--- config.mk ---
export PLATFORM = sky130hd
export DESIGN_NAME = rc4_crack_scheduler
export DESIGN_NICKNAME = d
export VERILOG_FILES = /design/src/rtl/rc4_crack_scheduler.sv
export SDC_FILE = /design/constraint.sdc
export NUM_CORES = 1
export LEC_CHECK = 0
export ABC_CLOCK_PERIOD_IN_PS = 5900
export CAP_MARGIN = 30
export CORE_AREA = 8 8 135 137
export CTS_BUF_LIST = sky130_fd_sc_hd__clkbuf_8
export DETAILED_ROUTE_END_ITERATION = 10
export DIE_AREA = 0 0 143 145
export PLACE_DENSITY = 0.76
export SLEW_MARGIN = 0
export SYNTH_ARGS = -nofsm -noshare
export SYNTH_HDL_FRONTEND = slang
export SYNTH_SLANG_ARGS = --single-unit
export TNS_END_PERCENT = 50
--- constraint.sdc ---
create_clock -name clock -period 5.9 [get_ports clock]
set_input_delay 0.885 -clock clock [delete_from_list [all_inputs] [get_ports clock]]
set_output_delay 0.885 -clock clock [all_outputs]
set_load 0.03 [all_outputs]
--- src/rtl/rc4_crack_scheduler.sv ---
// rc4_crack_scheduler: N-core supervisor for the RC4 brute-force key search.
// Splits 0..2**KEY_SPACE_BITS-1 into NUM_CORES equal slices, launches every
// core with a single pulse, halts all cores on the first hit and latches the
// winning key/core, and counts the cycles the search took (saturating).
// Optional feature macro: CRACK_TIMEOUT_EN. When defined, a search with no hit
// aborts after TIMEOUT_CYCLES-1 counted cycles and reports timed_out.
module rc4_crack_scheduler #(
  parameter int NUM_CORES      = 4,
  parameter int KEY_W          = 24,
  parameter int KEY_SPACE_BITS = 22,
  parameter int CNT_W          = 32,
  parameter int TIMEOUT_CYCLES = 2**30,
  localparam int IDX_W         = (NUM_CORES > 1) ? $clog2(NUM_CORES) : 1
) (
  input  logic                       clock,
  input  logic                       reset,
  input  logic                       start,
  output logic [NUM_CORES-1:0]       core_start,
  output logic [NUM_CORES*KEY_W-1:0] core_min_key,
  output logic [NUM_CORES*KEY_W-1:0] core_max_key,
  input  logic [NUM_CORES-1:0]       core_found,
  input  logic [NUM_CORES-1:0]       core_not_found,
  input  logic [NUM_CORES*KEY_W-1:0] core_key,
  output logic                       halt,
  output logic                       busy,
  output logic                       found,
  output logic                       not_found,
  output logic                       timed_out,
  output logic [KEY_W-1:0]           key,
  output logic [IDX_W-1:0]           winner_idx,
  output logic [CNT_W-1:0]           cycle_count
);

  localparam logic [2:0] S_IDLE      = 3'd0;
  localparam logic [2:0] S_LAUNCH    = 3'd1;
  localparam logic [2:0] S_SEARCH    = 3'd2;
  localparam logic [2:0] S_FOUND     = 3'd3;
  localparam logic [2:0] S_EXHAUSTED = 3'd4;

`ifdef CRACK_TIMEOUT_EN
  localparam bit TIMEOUT_ON = 1'b1;
`else
  localparam bit TIMEOUT_ON = 1'b0;
`endif

  localparam logic [CNT_W-1:0] TIMEOUT_LAST = CNT_W'(TIMEOUT_CYCLES - 1);

  // Slice size computed one bit wider so a full KEY_W-bit space still fits.
  localparam logic [KEY_W:0] SPACE = (KEY_W+1)'(1) << KEY_SPACE_BITS;
  localparam logic [KEY_W:0] SLICE = SPACE / (KEY_W+1)'(NUM_CORES);

  logic [2:0]           state_reg;
  logic [NUM_CORES-1:0] done_mask_reg;
  logic                 found_reg;
  logic                 not_found_reg;
  logic                 timed_out_reg;
  logic [KEY_W-1:0]     key_reg;
  logic [IDX_W-1:0]     winner_idx_reg;
  logic [CNT_W-1:0]     cycle_count_reg;

  logic [NUM_CORES-1:0] done_mask_next;
  logic [CNT_W-1:0]     cycle_count_next;
  logic [IDX_W-1:0]     hit_idx;
  logic [KEY_W-1:0]     hit_key;
  logic                 timeout_hit;
  logic                 launching;
  logic                 searching;

  // Constant slice bounds per core.
  generate
    for (genvar gi = 0; gi < NUM_CORES; gi++) begin : g_slice
      localparam logic [KEY_W:0] LO = SLICE * (KEY_W+1)'(gi);
      localparam logic [KEY_W:0] HI = LO + SLICE - (KEY_W+1)'(1);
      assign core_min_key[gi*KEY_W +: KEY_W] = LO[KEY_W-1:0];
      assign core_max_key[gi*KEY_W +: KEY_W] = HI[KEY_W-1:0];
    end
  endgenerate

  // Priority pick of the lowest-index core reporting a hit this cycle.
  always_comb begin
    hit_idx = '0;
    hit_key = '0;
    for (int i = NUM_CORES - 1; i >= 0; i--) begin
      if (core_found[i]) begin
        hit_idx = IDX_W'(i);
        hit_key = core_key[i*KEY_W +: KEY_W];
      end
    end
  end

  // Completion mask including this cycle's reports, saturating counter, timeout.
  always_comb begin
    done_mask_next   = done_mask_reg | core_found | core_not_found;
    cycle_count_next = (&cycle_count_reg) ? cycle_count_reg
                                          : cycle_count_reg + CNT_W'(1);
    timeout_hit      = TIMEOUT_ON && (cycle_count_reg == TIMEOUT_LAST);
  end

  // Supervisor FSM and result registers; a hit beats exhaustion beats timeout.
  always_ff @(posedge clock) begin
    if (reset) begin
      state_reg       <= S_IDLE;
      done_mask_reg   <= '0;
      found_reg       <= 1'b0;
      not_found_reg   <= 1'b0;
      timed_out_reg   <= 1'b0;
      key_reg         <= '0;
      winner_idx_reg  <= '0;
      cycle_count_reg <= '0;
    end else begin
      case (state_reg)
        S_IDLE, S_FOUND, S_EXHAUSTED: begin
          if (start) begin
            state_reg       <= S_LAUNCH;
            done_mask_reg   <= '0;
            found_reg       <= 1'b0;
            not_found_reg   <= 1'b0;
            timed_out_reg   <= 1'b0;
            key_reg         <= '0;
            winner_idx_reg  <= '0;
            cycle_count_reg <= '0;
          end
        end
        S_LAUNCH: begin
          state_reg <= S_SEARCH;
        end
        S_SEARCH: begin
          done_mask_reg   <= done_mask_next;
          cycle_count_reg <= cycle_count_next;
          if (|core_found) begin
            state_reg      <= S_FOUND;
            found_reg      <= 1'b1;
            key_reg        <= hit_key;
            winner_idx_reg <= hit_idx;
          end else if (&done_mask_next) begin
            state_reg     <= S_EXHAUSTED;
            not_found_reg <= 1'b1;
          end else if (timeout_hit) begin
            // Freeze the count at the limit that triggered the abort.
            state_reg       <= S_EXHAUSTED;
            timed_out_reg   <= 1'b1;
            cycle_count_reg <= cycle_count_reg;
          end
        end
        default: begin
          state_reg <= S_IDLE;
        end
      endcase
    end
  end

  // Status decoded straight from the state register; launch pulse masked by reset.
  always_comb begin
    launching   = (state_reg == S_LAUNCH);
    searching   = (state_reg == S_SEARCH);
    core_start  = {NUM_CORES{launching && !reset}};
    halt        = !(launching || searching);
    busy        = launching || searching;
    found       = found_reg;
    not_found   = not_found_reg;
    timed_out   = timed_out_reg;
    key         = key_reg;
    winner_idx  = winner_idx_reg;
    cycle_count = cycle_count_reg;
  end

endmodule
# Word-level counts from Yosys, hierarchy flattened
# Index checks and enable logic that the tools add are counted.
dict set report op_classes {
  n_eq_ne 10
  reduce_logical 15
  add_sub_neg 1
  muxes 29
  bitwise_logic 2
}
# cell n
set op_table {}
lappend op_table {{two-way mux 24 bit} 6}
lappend op_table {{two-way mux 32 bit} 2}
lappend op_table {{case mux 32 bit (2 select lines)} 1}
lappend op_table {{case mux 24 bit (2 select lines)} 1}
lappend op_table {{adder 32 x 1 -> 32 bit, second input constant} 1}
lappend op_table {{AND reduction 32 bit} 1}
lappend op_table {{two-way mux 2 bit} 6}
lappend op_table {{two-way mux 3 bit} 3}
lappend op_table {{case mux 3 bit (3 select lines)} 1}
lappend op_table {{bitwise OR 4 bit} 2}
lappend op_table {{case mux 4 bit (2 select lines)} 1}
lappend op_table {{AND reduction 4 bit} 2}
lappend op_table {{equality test 3 x 2 -> 1 bit, second input constant} 2}
lappend op_table {{!= test 2 bit, second input constant} 3}
lappend op_table {{AND reduction 3 bit} 2}
lappend op_table {{two-way mux 1 bit} 4}
lappend op_table {{two-way mux 4 bit} 1}
lappend op_table {{!= test 2 x 1 -> 1 bit, second input constant} 2}
lappend op_table {{case mux 1 bit (2 select lines)} 2}
lappend op_table {{case mux 2 bit (2 select lines)} 1}
lappend op_table {{AND reduction 2 bit} 2}
lappend op_table {{OR reduction 4 bit} 1}
lappend op_table {{equality test 3 x 1 -> 1 bit, second input constant} 1}
lappend op_table {{equality test 3 bit, second input constant} 1}
lappend op_table {{other kinds (7)} 8}
dict set report word_totals {
  elab_cells 64
  output_inout_bits 259
  reg_bits 67
  input_bits 107
}

# Depth between registers and ports, before layout
# Gate-level depths: netlist of run 1.
dict set report logic_depth {
  ltp_word 6
  mapped_depth 9
  mapped_depth_nobuf 6
}

# Least setup slack after synthesis of run 1
# No wires, ideal clock.
dict set report synth_path {
  path_type {input-to-output}
  start {in reset}
  end {out core_start[1]}
  n_path_buf 3
  path_stages 4
  path_slack_ns 2.598
  required_ns 5.015
  arrival_ns 2.417
  cell_sequence {clkbuf_1 -> clkbuf_1 -> nor3_1 -> buf_4}
}
dict set report synth_via {
  elab_chain_len 2
}
# element line_no
set synth_lines {}
lappend synth_lines {{start: declaration} 16} ;# input logic reset,
lappend synth_lines {{logical NOT 1 bit} 156} ;# core_start = {NUM_CORES{launching && !reset}};
lappend synth_lines {{logical AND 1 bit} 156}
lappend synth_lines {{end: declaration} 18} ;# output logic [NUM_CORES-1:0] core_start,
# Every way passes these cells.

# Worst setup path in the final report of run 1
# Ends and elaborated chain as after synthesis.

==> summary.md, run 1 <==
| Metric | Value |
|---|---|
| Minimum clock period | around 3.7 ns |
| Synth top area cells | buf_4 (28%), dfxtp_1 (25%), nand2_1 (4.2%) |
| Setup violations, final | 0 |
| Die Width | about 140 um |
| Post-layout util | about two fifths |
| Vias in the first global route | 4832 |
| Slowest stage delay, CP | 0.76 ns |
| DRT Pass-1 Iters | 4 |
| Post-DP HPWL | 13400 um |
| Net switching power | slightly below 0.5 mW |
| Antenna cells | 0 |
| H-tree Lvls | 3 |
| Worst R2R Setup Slack | about 3 ns |
| Critical path class | in -> out |
| Wire length of the first global-routing pass | around 26000 um |
| Post-Synth XOR/XNOR Area | less than 1% |
| Hold_ws | about 0.45 ns |
| Async S/R FF share, synth | 0% |
| CORE AREA | 16200 um^2 |
| Cell mode on critical path | clkdlybuf4s50_1 |
| Max reg flops | 32 |
| ANT nets after route | 0 |
| Largest family of logic cells by synthesized area | buffers and inverters |
| Hold depth | 2 |
| Register area share after synthesis | about a quarter |
| Sequential power share | about 35% |
| TritonCTS Buffers | 9 |
| Post-synthesis simple-gate area fraction | a little over a fifth |
| Critical Path AT | 2.78 ns |
| Max Slew Vio Count | 0 |
| Crit-path cells | clkdlybuf4s50_1 > nor3_1 > clkdlybuf4s50_1 |
| Clock tree from TritonCTS | yes |
| CTS Buffer Depth | 2 |
| First DRT Iteration DRCs | 279 |
| Area Growth Syn to Fin | 26.6% |
| Tot Pwr | 1.35 mW |
| Crit path launch type | input port |
| Sw frac | 36.6% |
| WL/cell | ~16 um |
| Crit path capture type | output pin |
| Launch point of the worst reg-to-reg path | state_reg[0] |
| Gp weighted congestion | 0.845 |
| Placement Rows | 47 |
| Root Buffer | clkbuf_8 |
| Mapped Cells | slightly below 700 |
| Vias | a little under 5k |
| Synth Register Bits | 67 |
| Min-Delay Path Class | reg -> reg |
| Run status | finished clean |
| I/O pin total | around 370 |
| Share of the synthesized area in the top cell type | between 20% and 30% |
| Slowest cell on the critical path | clkdlybuf4s50_1 |
| Maxcap violations | 0 |
| Full die area | approximately 21000 um^2 |
| Warnings from Yosys | 0 |
| Remaining DRCs | 0 |
| Synth Area in Compound Gates | about a fifth |
| Netlist cell types | 64 |
| Reg2reg end | key[11] |
| Mean Syn Cell Area | around 7.6 um^2 |
| Clock network power share | 32.7% |
| Nets | 948 |
| Largest net degree at the start of global routing | 54 |
| Clk Latency, worst-skew pair | between 0.3 and 0.4 ns |
| Hold endpoint | done_mask_reg[1] |
| Post-DR vias/cell | roughly 4.5 |
| Post-route worst setup slack | ~2.2 ns |
| Gate power share | a little under a third |
| Max transition margin | 37.0% |
| # Post-CTS Setup Buffers | 0 |
| Port bufs | 172 |
| Post-synth top area cell | buf_4 |
| CTS sink count | between 60 and 70 |
| Cell Area, Synth | 5290 um^2 |
| Clock transition at path regs | ~0.07 ns |
| Clk_skew | 0.00654 ns |
| Pwr per Cell Area | a little over 200 nW/um^2 |
| Resized Gates After CTS | 0 |
| Die Span Y | ~150 um |
| GR Overflow Total | 0 |
| Hold Buf Count CTS | 0 |
| Layout cells sized above 1 | around 5% |
| Initial antenna violation count | 0 |
| EDFF count, synth | 0 |
| Initial core utilization | 32.7% |
| CP Launch Point | reset |
| Predominant post-synthesis flop cell | dfxtp_1 |
| Adder-Cell Fraction of Synth Area | less than 1% |
| Worst-margin pin slew | ~0.95 ns |
| Max Freq | 272 MHz |
| Final Hold Fails | 0 |
| Worst-path fanout max | 14 |
| Internal | approximately 0.85 mW |
| FF-to-FF path depth | 4 |
| P_leak | roughly 2.6 nW |
| Drt total wl | 16900 um |
| CP required | approximately 5.0 ns |
| RSZ-0062 raised after global routing | false |
| GRT Util Overall | between 15 and 20% |
| Worst Min Path Start | done_mask_reg[1] |
| Part of the cycle the worst path needs | between 60% and 70% |
| Mux cell area share after synthesis | 0.379% |
| Worst vdd ir | 0.0927 mV |
| Place WS | roughly 2.2 ns |
| Total negative setup slack | 0 ns |
## per-stage QoR
| step | instance area (um^2) | instances |
|---|---|---|
| 4_1_cts | 6690 | 1065 |
| 2_1_floorplan | 6000 | 883 |
| 3_5_place_dp | 6460 | 1049 |
| 5_1_grt | 6690 | 1065 |
| 3_3_place_gp | 6440 | 1048 |
| 6_report | 6690 | 1065 |
## cells in the mapped netlist (4+ instances only)
| cell | number |
|---|---|
| nand2_1 | 59 |
| nor4_1 | 8 |
| dfxtp_1 | 67 |
| inv_1 | 8 |
| nor3_1 | 39 |
| and3_1 | 6 |
| a21oi_1 | 43 |
| a311oi_1 | 4 |
| nand3_1 | 15 |
| a221oi_1 | 24 |
| clkbuf_1 | 36 |
| nand4_1 | 10 |
| nor2_1 | 18 |
| a31oi_1 | 12 |
| buf_4 | 196 |
| or4_1 | 7 |
| o21ai_0 | 38 |
| nand2b_1 | 6 |
| nor2b_1 | 26 |
| or3_1 | 5 |
## layer usage
metal	track usage (%)	wire, um	up-vias
met5	0	0	-
met4	4.31	184	0
met3	5.02	1510	12
met2	27.1	8420	216
met1	18.4	6790	2239
li1	-	-	2371
## worst max path at each step
stage,slack (ns),endpoint
global route,2.09,core_start[1]
detailed placement,2.23,core_start[1]
CTS,2.21,core_start[1]
global placement,2.25,core_start[1]
floorplan,2.60,core_start[1]
finish,2.23,core_start[1]
## power by group through the flow
| stage | registers (mW) | logic, mW | clock network [mW] |
|---|---|---|---|
| 6_report | 0.477 | 0.429 | 0.440 |
| 5_1_grt | 0.479 | 0.458 | 0.472 |
| 4_1_cts | 0.477 | 0.423 | 0.452 |
| 3_5_place_dp | 0.487 | 0.422 | 0 |
| 3_3_place_gp | 0.487 | 0.418 | 0 |
| 2_1_floorplan | 0.503 | 0.372 | 0 |
## cell families after synthesis
| group | Yosys count |
|---|---|
| buffers and inverters | 243 |
| and+or+nand+nor | 215 |
| AOI/OAI and AO/OA | 161 |
| DFF | 67 |
| other | 2 |
| muxes | 2 |
| adders and majority gates | 1 |
| xor gates and xnor gates | 1 |
## cell type report
| cell class | count | area (um^2) |
|---|---|---|
| inverter | 8 | 30.0 |
| multi-input combinational | 573 | 3010 |
| fill | 1649 | 9480 |
| clock inverter | 5 | 76.3 |
| tap | 220 | 275 |
| clock buffer | 11 | 151 |
| timing repair buffer | 181 | 1800 |
| sequential | 67 | 1340 |
## cells in the final DEF (no fill, tap or decap), types with 2 or more instances in the layout
| cell type | instances |
|---|---|
| a31oi_1 | 12 |
| o31ai_1 | 3 |
| o311ai_0 | 2 |
| and2_1 | 3 |
| nand3_1 | 15 |
| nor4_2 | 2 |
| nand4_1 | 10 |
| nand2_1 | 59 |
| a221oi_1 | 24 |
| o211ai_1 | 3 |
| o211ai_2 | 3 |
| a221o_1 | 2 |
| and4_1 | 2 |
| and3b_1 | 2 |
| inv_1 | 9 |
| nor2b_1 | 25 |
| nor4_1 | 8 |
| o21ba_2 | 2 |
| o311a_1 | 2 |
| a211o_1 | 3 |
| and3_1 | 6 |
| a21oi_1 | 43 |
| or4_1 | 7 |
| or3_1 | 5 |
| nor3_1 | 39 |
| clkdlybuf4s50_1 | 171 |
| buf_4 | 8 |
| nand2b_1 | 6 |
| mux2i_1 | 2 |
| dfxtp_1 | 67 |
| a311oi_1 | 4 |
| nor2_1 | 17 |
| clkbuf_8 | 11 |
| bufinv_16 | 2 |
| conb_1 | 193 |
| a21o_1 | 3 |
| o21ai_0 | 38 |
## critical path, delay by kind of cell
kind	cells	cell delay (ns)
buffers and inverters	2	1.44
and+or+nand+nor	1	0.46
Power figures use the tool's default switching activity.
==> inputs of run 2 (changes only) <==
ABC_CLOCK_PERIOD_IN_PS = 3000   (was 5900)
CORE_AREA = unset   (was 8 8 135 137)
CORE_MARGIN = 8   (was unset)
CORE_UTILIZATION = 33   (was unset)
DIE_AREA = unset   (was 0 0 143 145)
PLACE_DENSITY = 0.79   (was 0.76)
clock period = 3 ns   (was 5.9 ns; I/O delays follow)
==> run 2 against run 1 <==
  * Largest power group unchanged
  * Sequential power grew 97%
  * Clock-buffer cell count grew 1
  * First-iteration DRC count increased by 27%
  * Critical endpoint is now cycle_count[23]
  * Clock power increased by 84%
  * Via count grew 2.9%
  * Register-to-register slack got worse by 2.6 ns
  * Worst setup slack worse by 1.9 ns
  * Non-clock buffer count grew 12
  * Utilization up 1.3 points
  * Final area is 0.56% higher
  * Sequential share of layout area down 0.11 points
==> summary.md, run 2 (synthesized netlist as in run 1, its figures left out) <==
| Metric | Value |
|---|---|
| Layout cells sized above 1 | 6.88% (+1.8 points) |
| Area Growth Syn to Fin | 27.3% |
| DRT Pass-1 Iters | 5 (+1) |
| Post-DP HPWL | 14000 um (+4.6%) |
| RSZ-0062 raised after global routing | false |
| WL/cell | 16.2 um (+2.3%) |
| CORE AREA | 15800 um^2 (-2.5%) |
| GRT Util Overall | 15.9% (+0.14 points) |
| Total negative setup slack | 0 ns (unchanged) |
| Wire length of the first global-routing pass | 25600 um (-2.0%) |
| Gp weighted congestion | 0.856 (+1.3%) |
| TritonCTS Buffers | 9 (unchanged) |
| Fillers | 1618 (-1.9%) |
| Hold depth | 2 (unchanged) |
| Resized Gates After CTS | 0 (unchanged) |
| Clk Latency, worst-skew pair | 0.36 ns (about the same) |
| Worst Min Path Start | key[16] |
| Post-DR vias/cell | 4.64 (+2.1%) |
| Root Buffer | clkbuf_8 |
| Setup violations, final | 0 (unchanged) |
| Largest net degree at the start of global routing | 53 (-1.9%) |
| Worst vdd ir | 0.173 mV (+87%) |
| Minimum clock period | ~2.6 ns |
| Area of the multi-input gates | 3010 um^2 (about the same) |
| Placement Rows | 46 (-2.1%) |
| Max Freq | between 300 and 400 MHz |
| Die Span Y | 143 um (-1.7%) |
| Slowest stage delay, CP | 0.63 ns (-0.13 ns) |
| Initial core utilization | 33.5% (+0.83 points) |
| FF/Latch Area | 1340 um^2 (unchanged) |
| P_leak | 2.68 nW (+1.9%) |
| Antenna cells | 0 (unchanged) |
| Maxcap violations | 0 (unchanged) |
| I/O pin total | 366 (unchanged) |
| Full die area | 20300 um^2 (-2.0%) |
| Critical Path AT | 2.94 ns (+0.16 ns) |
| Pwr per Cell Area | 386 nW/um^2 (+92%) |
| Commonest non-fill, non-tap cell in the layout | conb_1 |
| Crit-path leading delay family | simple AND/OR/NAND/NOR gates |
| Tot Pwr | 2.60 mW (+93%) |
| Min-Delay Path Class | reg -> reg |
| Slowest cell on the critical path | or4_4 |
| Run status | finished clean |
| Final Hold Fails | 0 (unchanged) |
| Drt total wl | 17400 um (+3.0%) |
| Part of the cycle the worst path needs | just under 90% |
| Hold Buf Count CTS | 0 (unchanged) |
| Clock tree from TritonCTS | yes |
| ANT nets after route | 0 (unchanged) |
| Crit path launch type | flip-flop |
| FF-to-FF path depth | 6 (+2) |
| CTS Buffer Depth | 2 (unchanged) |
| CTS sink count | 67 (unchanged) |
| Worst-path fanout max | 9 (-5) |
| H-tree Lvls | 3 (unchanged) |
| Remaining DRCs | 0 (unchanged) |
| Worst R2R Setup Slack | 0.36 ns (-2.58 ns) |
| Max transition margin | 40.0% (+3.0 points) |
| Post-layout util | 42.7% (+1.3 points) |
| Max reg flops | 32 (unchanged) |
| GR Overflow Total | 0 (unchanged) |
| Vias | 4976 (+2.9%) |
| Bufs and invs on worst path | 1 (-1) |
| Launch point of the worst reg-to-reg path | cycle_count[4] |
| Crit-path cells | nand4_2 > or4_4 > or4_1 > buf_4 > a21oi_4 > a221o_1 |
| Worst-margin pin slew | 0.891 ns (-0.0538 ns) |
| Max Slew Vio Count | 0 (unchanged) |
| # Post-CTS Setup Buffers | 0 (unchanged) |
| Die Width | 143 um (-0.31%) |
| Critical path class | reg -> reg |
| Clock transition at path regs | 0.08 ns (about the same) |
| Crit path capture type | flip-flop |
| Vias in the first global route | 4738 (-1.9%) |
| Most frequent cells in the layout | conb_1 (193), clkdlybuf4s50_1 (167), dfxtp_1 (67) |
| Clk_skew | 0.00748 ns (+0.000943 ns) |
| Nets | 960 (+1.3%) |
| Port bufs | 172 (unchanged) |
| Initial antenna violation count | 0 (unchanged) |
| CP required | 3.30 ns (-1.72 ns) |
| Hold endpoint | key[16] |
| Reg2reg end | cycle_count[23] |
| First DRT Iteration DRCs | 353 (+27%) |
==> run 2: cell count changes in the layout (fill, tap and decap cells not counted), sizes merged <==
cell           change
inv                -1
bufinv             -1
clkdlybuf4s50      -4
clkinv             +1
clkbuf             +1
buf               +16
==> run 2: cell type report <==
type | count | area share [%]
Multi-Input combinational cell | 573 | 44.7
Timing Repair Buffer | 193 | 27.7
Sequential cell | 67 | 19.9
Tap cell | 216 | 4.02
Clock buffer | 12 | 2.45
Clock inverter | 4 | 0.706
Inverter | 8 | 0.446
==> run 2: worst max-delay path by stage <==
stage,depth (start not counted),startpoint,endpoint
2_1_floorplan,7,cycle_count[0],cycle_count[24]
3_3_place_gp,6,cycle_count[14],cycle_count[23]
3_5_place_dp,6,cycle_count[4],cycle_count[23]
4_1_cts,6,cycle_count[4],cycle_count[23]
5_1_grt,6,cycle_count[4],cycle_count[23]
6_report,6,cycle_count[4],cycle_count[23]
==> run 2: power by group <==
group | internal, mW | switching [mW] | total [mW]
Sequential | 0.916 | 0.0221 | 0.938
Clock | 0.449 | 0.362 | 0.811
Combinational | 0.256 | 0.594 | 0.850
==> run 2: worst min-delay path, cell delays in order (launching register included) <==
cell and delay [ns]:
dfxtp_1 0.33, nand2_1 0.04, o21ai_0 0.05
==> run 2: through the flow <==
step | worst slack [ns] | cell area (um^2) | hold slack (ns) | std cells
after floorplan | 0.413 | 6000 | 0.433 | 883
after global placement | 0.468 | 6520 | 0.433 | 1057
after detailed placement | 0.406 | 6520 | 0.443 | 1057
after CTS | 0.381 | 6730 | 0.458 | 1073
after global routing | 0.232 | 6730 | 0.487 | 1073
final | 0.363 | 6730 | 0.453 | 1073
==> run 2: layer usage <==
| metal | up-vias | part of all wire (%) | GRT usage [%] |
|---|---|---|---|
| li1 | 2391 | - | - |
| met1 | 2304 | 39 | 18.7 |
| met2 | 260 | 50 | 26.4 |
| met3 | 21 | 9.5 | 5.60 |
| met4 | 0 | 1.5 | 5.48 |
| met5 | - | 0 | 0 |
